[config.mk]
export PLATFORM = sky130hd
export DESIGN_NAME = lsu_mem_flat
export DESIGN_NICKNAME = d
export VERILOG_FILES = /design/src/rtl/lsu_mem_if.sv /design/src/rtl/lsu_mem.sv /design/src/flat_wrapper.sv
export SDC_FILE = /design/constraint.sdc
export NUM_CORES = 1
export LEC_CHECK = 0
export ABC_AREA = 1
export CAP_MARGIN = 20
export CELL_PAD_IN_SITES_DETAIL_PLACEMENT = 0
export CELL_PAD_IN_SITES_GLOBAL_PLACEMENT = 1
export CORE_AREA = 3 3 155 157
export CTS_CLUSTER_DIAMETER = 80
export DETAILED_ROUTE_END_ITERATION = 8
export DIE_AREA = 0 0 158 160
export GPL_ROUTABILITY_DRIVEN = 1
export PLACE_DENSITY_LB_ADDON = 0.1
export SYNTH_ARGS = -nofsm -noshare
export SYNTH_HDL_FRONTEND = slang
export SYNTH_SLANG_ARGS = --single-unit
[constraint.sdc]
create_clock -name clk -period 1.4 [get_ports clk]
set_input_delay 0.14 -clock clk [delete_from_list [all_inputs] [get_ports clk]]
set_output_delay 0.14 -clock clk [all_outputs]
set_load 0.02 [all_outputs]
[src/rtl/lsu_mem_if.sv]
// lsu_mem_if: bundles the three handshakes of the memory-access stage.
//   ex_*   execute -> lsu instruction handoff (valid/ready)
//   mem_*  lsu -> data bus request (req/gnt) and response (rvalid/rdata)
//   wb_*   lsu -> writeback result (valid/ready)
// Signal suffixes are relative to the lsu: _i is driven into it, _o out of it.
// modport slave  : the lsu_mem stage itself
// modport master : the environment around it (execute stage, bus, writeback)
interface lsu_mem_if #(
  parameter int DATA_WIDTH     = 32,
  parameter int ADDR_WIDTH     = 32,
  parameter int REG_ADDR_WIDTH = 5
);
  // execute side
  logic                      ex_valid_i;
  logic                      ex_ready_o;
  logic [DATA_WIDTH-1:0]     ex_alu_ans_i;
  logic [DATA_WIDTH-1:0]     ex_rs2_val_i;
  logic [2:0]                ex_func3_i;
  logic                      ex_is_load_i;
  logic                      ex_is_store_i;
  logic [REG_ADDR_WIDTH-1:0] ex_rd_i;
  logic                      ex_wb_en_i;
  // data bus side
  logic                      mem_req_o;
  logic                      mem_gnt_i;
  logic                      mem_we_o;
  logic [ADDR_WIDTH-1:0]     mem_addr_o;
  logic [DATA_WIDTH-1:0]     mem_wdata_o;
  logic [3:0]                mem_wstrb_o;
  logic                      mem_rvalid_i;
  logic [DATA_WIDTH-1:0]     mem_rdata_i;
  // writeback side
  logic                      wb_valid_o;
  logic                      wb_ready_i;
  logic                      wb_en_o;
  logic [REG_ADDR_WIDTH-1:0] wb_rd_o;
  logic [DATA_WIDTH-1:0]     wb_val_o;
  logic                      wb_misalign_o;

  modport slave (
    input  ex_valid_i, ex_alu_ans_i, ex_rs2_val_i, ex_func3_i, ex_is_load_i,
           ex_is_store_i, ex_rd_i, ex_wb_en_i,
           mem_gnt_i, mem_rvalid_i, mem_rdata_i, wb_ready_i,
    output ex_ready_o, mem_req_o, mem_we_o, mem_addr_o, mem_wdata_o, mem_wstrb_o,
           wb_valid_o, wb_en_o, wb_rd_o, wb_val_o, wb_misalign_o
  );

  modport master (
    output ex_valid_i, ex_alu_ans_i, ex_rs2_val_i, ex_func3_i, ex_is_load_i,
           ex_is_store_i, ex_rd_i, ex_wb_en_i,
           mem_gnt_i, mem_rvalid_i, mem_rdata_i, wb_ready_i,
    input  ex_ready_o, mem_req_o, mem_we_o, mem_addr_o, mem_wdata_o, mem_wstrb_o,
           wb_valid_o, wb_en_o, wb_rd_o, wb_val_o, wb_misalign_o
  );
endinterface

[src/rtl/lsu_mem.sv]
// lsu_mem: memory-access pipeline stage.
// Accepts one instruction at a time from execute. Loads/stores (B/H/W, signed
// and unsigned loads) go out over a req/gnt request with a single rvalid
// response; the result is handed to writeback as one registered slot that
// holds until wb_ready_i. Non-memory instructions and misaligned accesses skip
// the bus and produce their writeback result one cycle after acceptance.
// Ports:
//   clk  rising-edge clock
//   rst  synchronous active-high reset
//   bus  lsu_mem_if.slave (ex_*, mem_*, wb_* handshakes)
module lsu_mem #(
  parameter int DATA_WIDTH     = 32,
  parameter int ADDR_WIDTH     = 32,
  parameter int REG_ADDR_WIDTH = 5
) (
  input logic       clk,
  input logic       rst,
  lsu_mem_if.slave  bus
);

  typedef enum logic [1:0] {
    IDLE = 2'd0,
    REQ  = 2'd1,
    RESP = 2'd2
  } state_t;

  state_t                    state_reg;

  // registered outputs
  logic                      mem_req_reg;
  logic                      mem_we_reg;
  logic [ADDR_WIDTH-1:0]     mem_addr_reg;
  logic [DATA_WIDTH-1:0]     mem_wdata_reg;
  logic [3:0]                mem_wstrb_reg;
  logic                      wb_valid_reg;
  logic                      wb_en_reg;
  logic [REG_ADDR_WIDTH-1:0] wb_rd_reg;
  logic [DATA_WIDTH-1:0]     wb_val_reg;
  logic                      wb_misalign_reg;

  // operation latched at acceptance, needed when the response returns
  logic                      op_load_reg;
  logic [2:0]                op_func3_reg;
  logic [1:0]                op_off_reg;
  logic                      op_wb_en_reg;
  logic [REG_ADDR_WIDTH-1:0] op_rd_reg;

  // ---------------------------------------------------------------------------
  // Acceptance and decode of the incoming instruction
  // ---------------------------------------------------------------------------
  logic ex_ready;
  logic ex_fire;
  logic ex_is_mem;
  logic size_byte;
  logic size_half;
  logic [1:0] ex_off;
  logic ex_misalign;
  logic rd_nonzero;

  // A new instruction may only enter when the writeback slot is free or is
  // being drained this cycle, so the slot is always empty when a bus response
  // later needs it.
  assign ex_ready    = (state_reg == IDLE) && (!wb_valid_reg || bus.wb_ready_i);
  assign ex_fire     = bus.ex_valid_i && ex_ready;
  assign ex_is_mem   = bus.ex_is_load_i || bus.ex_is_store_i;
  // func3[1:0]: 00 byte, 01 half, anything else (incl. 011/110/111) word
  assign size_byte   = (bus.ex_func3_i[1:0] == 2'b00);
  assign size_half   = (bus.ex_func3_i[1:0] == 2'b01);
  assign ex_off      = bus.ex_alu_ans_i[1:0];
  assign ex_misalign = (size_half && ex_off[0]) ||
                       (!size_byte && !size_half && (ex_off != 2'b00));
  assign rd_nonzero  = (bus.ex_rd_i != '0);

  // ---------------------------------------------------------------------------
  // Store byte lanes: strobe and data per lane
  // ---------------------------------------------------------------------------
  logic [3:0]            lane_strb;
  logic [DATA_WIDTH-1:0] lane_wdata;

  generate
    for (genvar gi = 0; gi < 4; gi++) begin : g_lane
      localparam logic [1:0] LANE = 2'(gi);
      // byte: only the addressed lane; half: the addressed pair; word: all
      assign lane_strb[gi] = size_byte ? (ex_off == LANE) :
                             size_half ? (ex_off[1] == LANE[1]) : 1'b1;
      // byte data is replicated to every lane, half data to both halves
      assign lane_wdata[8*gi +: 8] = size_byte ? bus.ex_rs2_val_i[7:0] :
                                     size_half ? bus.ex_rs2_val_i[8*(gi%2) +: 8] :
                                                 bus.ex_rs2_val_i[8*gi +: 8];
    end
  endgenerate

  // ---------------------------------------------------------------------------
  // Load data extraction from the returned word
  // ---------------------------------------------------------------------------
  logic [7:0]            ld_byte;
  logic [15:0]           ld_half;
  logic [DATA_WIDTH-1:0] ld_val;

  always_comb begin
    ld_byte = bus.mem_rdata_i[{op_off_reg, 3'b000} +: 8];
    ld_half = op_off_reg[1] ? bus.mem_rdata_i[31:16] : bus.mem_rdata_i[15:0];
    case (op_func3_reg)
      3'b000:  ld_val = {{(DATA_WIDTH-8){ld_byte[7]}}, ld_byte};
      3'b100:  ld_val = {{(DATA_WIDTH-8){1'b0}}, ld_byte};
      3'b001:  ld_val = {{(DATA_WIDTH-16){ld_half[15]}}, ld_half};
      3'b101:  ld_val = {{(DATA_WIDTH-16){1'b0}}, ld_half};
      default: ld_val = bus.mem_rdata_i;
    endcase
  end

  // ---------------------------------------------------------------------------
  // Control FSM with registered outputs
  // ---------------------------------------------------------------------------
  always_ff @(posedge clk) begin
    if (rst) begin
      state_reg       <= IDLE;
      mem_req_reg     <= 1'b0;
      mem_we_reg      <= 1'b0;
      mem_addr_reg    <= '0;
      mem_wdata_reg   <= '0;
      mem_wstrb_reg   <= '0;
      wb_valid_reg    <= 1'b0;
      wb_en_reg       <= 1'b0;
      wb_rd_reg       <= '0;
      wb_val_reg      <= '0;
      wb_misalign_reg <= 1'b0;
      op_load_reg     <= 1'b0;
      op_func3_reg    <= '0;
      op_off_reg      <= '0;
      op_wb_en_reg    <= 1'b0;
      op_rd_reg       <= '0;
    end else begin
      // drain the slot; a result loaded below in the same cycle overrides this
      if (wb_valid_reg && bus.wb_ready_i) begin
        wb_valid_reg <= 1'b0;
      end

      case (state_reg)
        IDLE: begin
          if (ex_fire) begin
            if (!ex_is_mem || ex_misalign) begin
              // result straight to writeback, no bus traffic
              wb_valid_reg    <= 1'b1;
              wb_val_reg      <= bus.ex_alu_ans_i;
              wb_rd_reg       <= bus.ex_rd_i;
              wb_en_reg       <= !ex_is_mem && bus.ex_wb_en_i && rd_nonzero;
              wb_misalign_reg <= ex_is_mem;
            end else begin
              op_load_reg   <= bus.ex_is_load_i;
              op_func3_reg  <= bus.ex_func3_i;
              op_off_reg    <= ex_off;
              op_wb_en_reg  <= bus.ex_wb_en_i && rd_nonzero;
              op_rd_reg     <= bus.ex_rd_i;
              mem_req_reg   <= 1'b1;
              mem_we_reg    <= bus.ex_is_store_i;
              mem_addr_reg  <= {bus.ex_alu_ans_i[ADDR_WIDTH-1:2], 2'b00};
              mem_wdata_reg <= bus.ex_is_store_i ? lane_wdata : '0;
              mem_wstrb_reg <= lane_strb;
              state_reg     <= REQ;
            end
          end
        end

        REQ: begin
          // request fields stay frozen until granted
          if (bus.mem_gnt_i) begin
            mem_req_reg <= 1'b0;
            state_reg   <= RESP;
          end
        end

        RESP: begin
          if (bus.mem_rvalid_i) begin
            wb_valid_reg    <= 1'b1;
            wb_misalign_reg <= 1'b0;
            wb_rd_reg       <= op_rd_reg;
            wb_en_reg       <= op_load_reg && op_wb_en_reg;
            wb_val_reg      <= op_load_reg ? ld_val : '0;
            state_reg       <= IDLE;
          end
        end

        default: state_reg <= IDLE;
      endcase
    end
  end

  assign bus.ex_ready_o    = ex_ready;
  assign bus.mem_req_o     = mem_req_reg;
  assign bus.mem_we_o      = mem_we_reg;
  assign bus.mem_addr_o    = mem_addr_reg;
  assign bus.mem_wdata_o   = mem_wdata_reg;
  assign bus.mem_wstrb_o   = mem_wstrb_reg;
  assign bus.wb_valid_o    = wb_valid_reg;
  assign bus.wb_en_o       = wb_en_reg;
  assign bus.wb_rd_o       = wb_rd_reg;
  assign bus.wb_val_o      = wb_val_reg;
  assign bus.wb_misalign_o = wb_misalign_reg;

endmodule
[src/flat_wrapper.sv]
// flat-port wrapper written by rule: the top's interface ports become plain ports
module lsu_mem_flat 
#(
  parameter int DATA_WIDTH     = 32,
  parameter int ADDR_WIDTH     = 32,
  parameter int REG_ADDR_WIDTH = 5
)
  (clk, rst, bus_ex_valid_i, bus_ex_alu_ans_i, bus_ex_rs2_val_i, bus_ex_func3_i, bus_ex_is_load_i, bus_ex_is_store_i, bus_ex_rd_i, bus_ex_wb_en_i, bus_mem_gnt_i, bus_mem_rvalid_i, bus_mem_rdata_i, bus_wb_ready_i, bus_ex_ready_o, bus_mem_req_o, bus_mem_we_o, bus_mem_addr_o, bus_mem_wdata_o, bus_mem_wstrb_o, bus_wb_valid_o, bus_wb_en_o, bus_wb_rd_o, bus_wb_val_o, bus_wb_misalign_o);
  lsu_mem_if #(.DATA_WIDTH(DATA_WIDTH), .ADDR_WIDTH(ADDR_WIDTH), .REG_ADDR_WIDTH(REG_ADDR_WIDTH)) bus_i ();
  input logic clk;
  input logic rst;
  input wire logic [$bits(bus_i.ex_valid_i)-1:0] bus_ex_valid_i;
  input wire logic [$bits(bus_i.ex_alu_ans_i)-1:0] bus_ex_alu_ans_i;
  input wire logic [$bits(bus_i.ex_rs2_val_i)-1:0] bus_ex_rs2_val_i;
  input wire logic [$bits(bus_i.ex_func3_i)-1:0] bus_ex_func3_i;
  input wire logic [$bits(bus_i.ex_is_load_i)-1:0] bus_ex_is_load_i;
  input wire logic [$bits(bus_i.ex_is_store_i)-1:0] bus_ex_is_store_i;
  input wire logic [$bits(bus_i.ex_rd_i)-1:0] bus_ex_rd_i;
  input wire logic [$bits(bus_i.ex_wb_en_i)-1:0] bus_ex_wb_en_i;
  input wire logic [$bits(bus_i.mem_gnt_i)-1:0] bus_mem_gnt_i;
  input wire logic [$bits(bus_i.mem_rvalid_i)-1:0] bus_mem_rvalid_i;
  input wire logic [$bits(bus_i.mem_rdata_i)-1:0] bus_mem_rdata_i;
  input wire logic [$bits(bus_i.wb_ready_i)-1:0] bus_wb_ready_i;
  output wire logic [$bits(bus_i.ex_ready_o)-1:0] bus_ex_ready_o;
  output wire logic [$bits(bus_i.mem_req_o)-1:0] bus_mem_req_o;
  output wire logic [$bits(bus_i.mem_we_o)-1:0] bus_mem_we_o;
  output wire logic [$bits(bus_i.mem_addr_o)-1:0] bus_mem_addr_o;
  output wire logic [$bits(bus_i.mem_wdata_o)-1:0] bus_mem_wdata_o;
  output wire logic [$bits(bus_i.mem_wstrb_o)-1:0] bus_mem_wstrb_o;
  output wire logic [$bits(bus_i.wb_valid_o)-1:0] bus_wb_valid_o;
  output wire logic [$bits(bus_i.wb_en_o)-1:0] bus_wb_en_o;
  output wire logic [$bits(bus_i.wb_rd_o)-1:0] bus_wb_rd_o;
  output wire logic [$bits(bus_i.wb_val_o)-1:0] bus_wb_val_o;
  output wire logic [$bits(bus_i.wb_misalign_o)-1:0] bus_wb_misalign_o;
  assign bus_i.ex_valid_i = bus_ex_valid_i;
  assign bus_i.ex_alu_ans_i = bus_ex_alu_ans_i;
  assign bus_i.ex_rs2_val_i = bus_ex_rs2_val_i;
  assign bus_i.ex_func3_i = bus_ex_func3_i;
  assign bus_i.ex_is_load_i = bus_ex_is_load_i;
  assign bus_i.ex_is_store_i = bus_ex_is_store_i;
  assign bus_i.ex_rd_i = bus_ex_rd_i;
  assign bus_i.ex_wb_en_i = bus_ex_wb_en_i;
  assign bus_i.mem_gnt_i = bus_mem_gnt_i;
  assign bus_i.mem_rvalid_i = bus_mem_rvalid_i;
  assign bus_i.mem_rdata_i = bus_mem_rdata_i;
  assign bus_i.wb_ready_i = bus_wb_ready_i;
  assign bus_ex_ready_o = bus_i.ex_ready_o;
  assign bus_mem_req_o = bus_i.mem_req_o;
  assign bus_mem_we_o = bus_i.mem_we_o;
  assign bus_mem_addr_o = bus_i.mem_addr_o;
  assign bus_mem_wdata_o = bus_i.mem_wdata_o;
  assign bus_mem_wstrb_o = bus_i.mem_wstrb_o;
  assign bus_wb_valid_o = bus_i.wb_valid_o;
  assign bus_wb_en_o = bus_i.wb_en_o;
  assign bus_wb_rd_o = bus_i.wb_rd_o;
  assign bus_wb_val_o = bus_i.wb_val_o;
  assign bus_wb_misalign_o = bus_i.wb_misalign_o;
  lsu_mem #(.DATA_WIDTH(DATA_WIDTH), .ADDR_WIDTH(ADDR_WIDTH), .REG_ADDR_WIDTH(REG_ADDR_WIDTH)) u_core (.clk(clk), .rst(rst), .bus(bus_i));
endmodule
==> key figures <==
Floorplanning
  • Die Y: 160 um
  • Core area: 0.0226 mm2
  • Die footprint: 0.0253 mm2
  • Io pins: 224
  • Die X: 158 um
  • Std-Cell Rows: 55
  • Initial Util: 0.269

Clock tree
  • CTS tree: built
  • Clk buf depth: 2
  • Clk root buf: clkbuf_16
  • Clock slew at reported path FFs: 0.06 ns
  • Worst-Skew Late Latency: 0.42 ns
  • H-tree levels: 4
  • Cts-stage hold buffer count: 0
  • CTS buffer count: 17
  • CTS Sinks: 122

Placement
  • DPL Wire Length: 17700 um
  • Port Buffers: 221
  • Placed Area: 0.00911 mm2
  • Gpl congestion: 0.879

Power
  • Power per cell area: 1090 mW/mm2
  • P_leak: 5.24 nW
  • Final Power: 11.8 mW
  • Max IR drop VDD: 0.801 mV

Cells and area
  • P&R area growth vs syn: 77.8%
  • Post-route design area: 0.0108 mm2
  • Filler cells: 2372
  • Final nets: 1394
  • Layout cells sized above 1: 0.211
  • Core Util, Final: 0.478
  • Most common cell after layout, fill and taps aside: nand2_1
  • Most frequent cells in the layout: 315 x nand2_1, 120 x dfxtp_1, 117 x nor2_1, 111 x clkdlybuf4s50_1, 110 x inv_1

Outcome
  • Status: complete, but fails checks
  • Failing checks: negative setup slack

Synthesis
  • #FFs+latches synth: 122
  • Yosys Warn Count: 0
  • Mapped cell area: 0.00608 mm2
  • Mapped Cells: 991
  • Mean post-synth cell area: 6.14 um2
  • Register area share after synthesis: 0.401
  • Cell variety after synth: 23

Detailed routing
  • Routed Antenna Nets: 0
  • Drt pass-1 iters: 4
  • 1st-iter DRT viols: 384
  • WL per Instance: 16.4 um
  • Vias: 7128
  • DRT Wirelength: 25900 um
  • Routed vias/inst: 4.51
  • DRC Markers: 0

Setup path
  • Crit path max fanout: 7
  • Crit path DAT: 1.96 ns
  • Slowest Stage Delay on Critical Path: 0.36 ns
  • Worst Path Required: 1.72 ns
  • Critical path class: reg -> reg
  • Crit path buffers/inverters: 4
  • Setup crit start kind: flop
  • Largest delay share family, worst path: simple AND/OR/NAND/NOR gates
  • Crit end category: flop
  • Critical path's slowest cell: dfxtp_4
  • Most frequent cell on the critical path: nand2_1
  • Worst path cell trace: nor2_4, nand3_2, buf_6, nand2_4, nand3_4, buf_4, clkbuf_16, nor2_1, nand2_1, nand2_1, inv_1

STA
  • RSZ-0062 raised after global routing: yes
  • Final hold vios: 0
  • Final Max Slew Viols: 0
  • Final setup fails: 119
  • Worst slew pin tran: 0.622 ns
  • Setup Skew: 0.0112 ns
  • Min cycle time layout: 1.64 ns
  • Final worst path period share: 1.17
  • Final Worst Setup Slack: -0.245 ns
  • F_max: 608 MHz
  • Rel. slew slack: 0.584

GRT
  • Number of global-route vias before repair: 6939
  • Total GRT Usage: 0.201
  • Largest net degree at the start of global routing: 51
  • Remaining Overflow, GRT: 0
  • Initial antenna violation count: 1
  • First-pass GRT wire length: 39400 um

Worst hold path
  • Min-delay worst type: in -> reg

Run
  • Maxcap violations: 0
## routing by layer
layer	wire length, um	up-vias	global-route usage
met3	1570	24	0.0412
met4	456	0	0.0524
met5	0	-	0
met1	11800	3242	0.277
met2	12100	187	0.319
li1	-	3675	-
## worst register-to-register path, delay by kind of cell, from the launching register on
family                 cells  cell delay (ns)
and+or+nand+nor            7             0.65
buffers and inverters      4             0.52
DFF                        1             0.36
## where the power goes
group / internal, mW / switching (mW) / total, mW
combinational: 1.57 / 1.78 / 3.34
clock: 2.66 / 1.82 / 4.48
sequential: 3.76 / 0.187 / 3.95
total: 7.98 / 3.79 / 11.8
## path summary, 6_finish.rpt
| kind | startpoint | endpoint | slack (ns) | cells past startpoint |
|---|---|---|---|---|
| max reg2reg | u_core.state_reg[0] | u_core.bus.wb_val_o[24] | -0.24 | 11 |
| min reg2reg | u_core.bus.mem_wdata_o[6] | u_core.bus.mem_wdata_o[6] | 0.46 | 2 |
| max | u_core.state_reg[0] | u_core.bus.wb_val_o[24] | -0.24 | 11 |
| min | rst | u_core.bus.mem_wdata_o[22] | 0.21 | 3 |
## stage by stage
stage	cells	setup WS [ns]	hold slack, ns	TNS, ns
after floorplan	992	0.0137	0.275	0
after global placement	1513	-0.414	0.450	-32.77
after detailed placement	1513	-0.387	0.455	-34.71
after CTS	1574	-0.155	0.203	-9.90
after global routing	1580	-0.308	0.219	-23.98
final	1580	-0.245	0.214	-14.89
## kinds of logic (layout without fill, tap and decap cells)
family | count (synthesis) | in the layout | synth area share
compound gates | 171 | 171 | 0.141
buf+inv | 172 | 474 | 0.112
flops | 122 | 122 | 0.401
other cells | 1 | 3 | 0.000616
simple gates | 525 | 525 | 0.345
## what timing repair did
action | 4_1_cts | 5_1_grt
setup buffers | 17 | 5
endpoints found under the setup margin | 228 | 121
endpoints found under the hold margin | 0 | 0
gates cloned | 13 | 3
resized for setup | 242 | 90
pin swaps | 22 | 26
## final cells by class
type	instances	area [um2]	area share
inverter	115	437	0.0404
clock buffer	17	425	0.0393
timing repair buffer	327	3490	0.323
clock inverter	15	164	0.0152
sequential	122	2450	0.227
antenna	1	2.50	0.000231
tap	285	357	0.0330
multi-input combinational	698	3490	0.322
## Yosys cell counts (all sizes together)
library cell  instances  area share
nand2               327        0.20
a21oi               113       0.093
clkinv                1     0.00062
inv                 114       0.070
nand3b                2      0.0025
clkbuf               28       0.017
conb                  1     0.00062
dfxtp               122        0.40
nor2                147       0.094
nand3                34       0.030
nand4                10       0.010
buf                  29       0.023
nor3                  5      0.0041
o21ai                57       0.047
o21a                  1      0.0012
No activity file was read; power rests on OpenSTA's default activity.
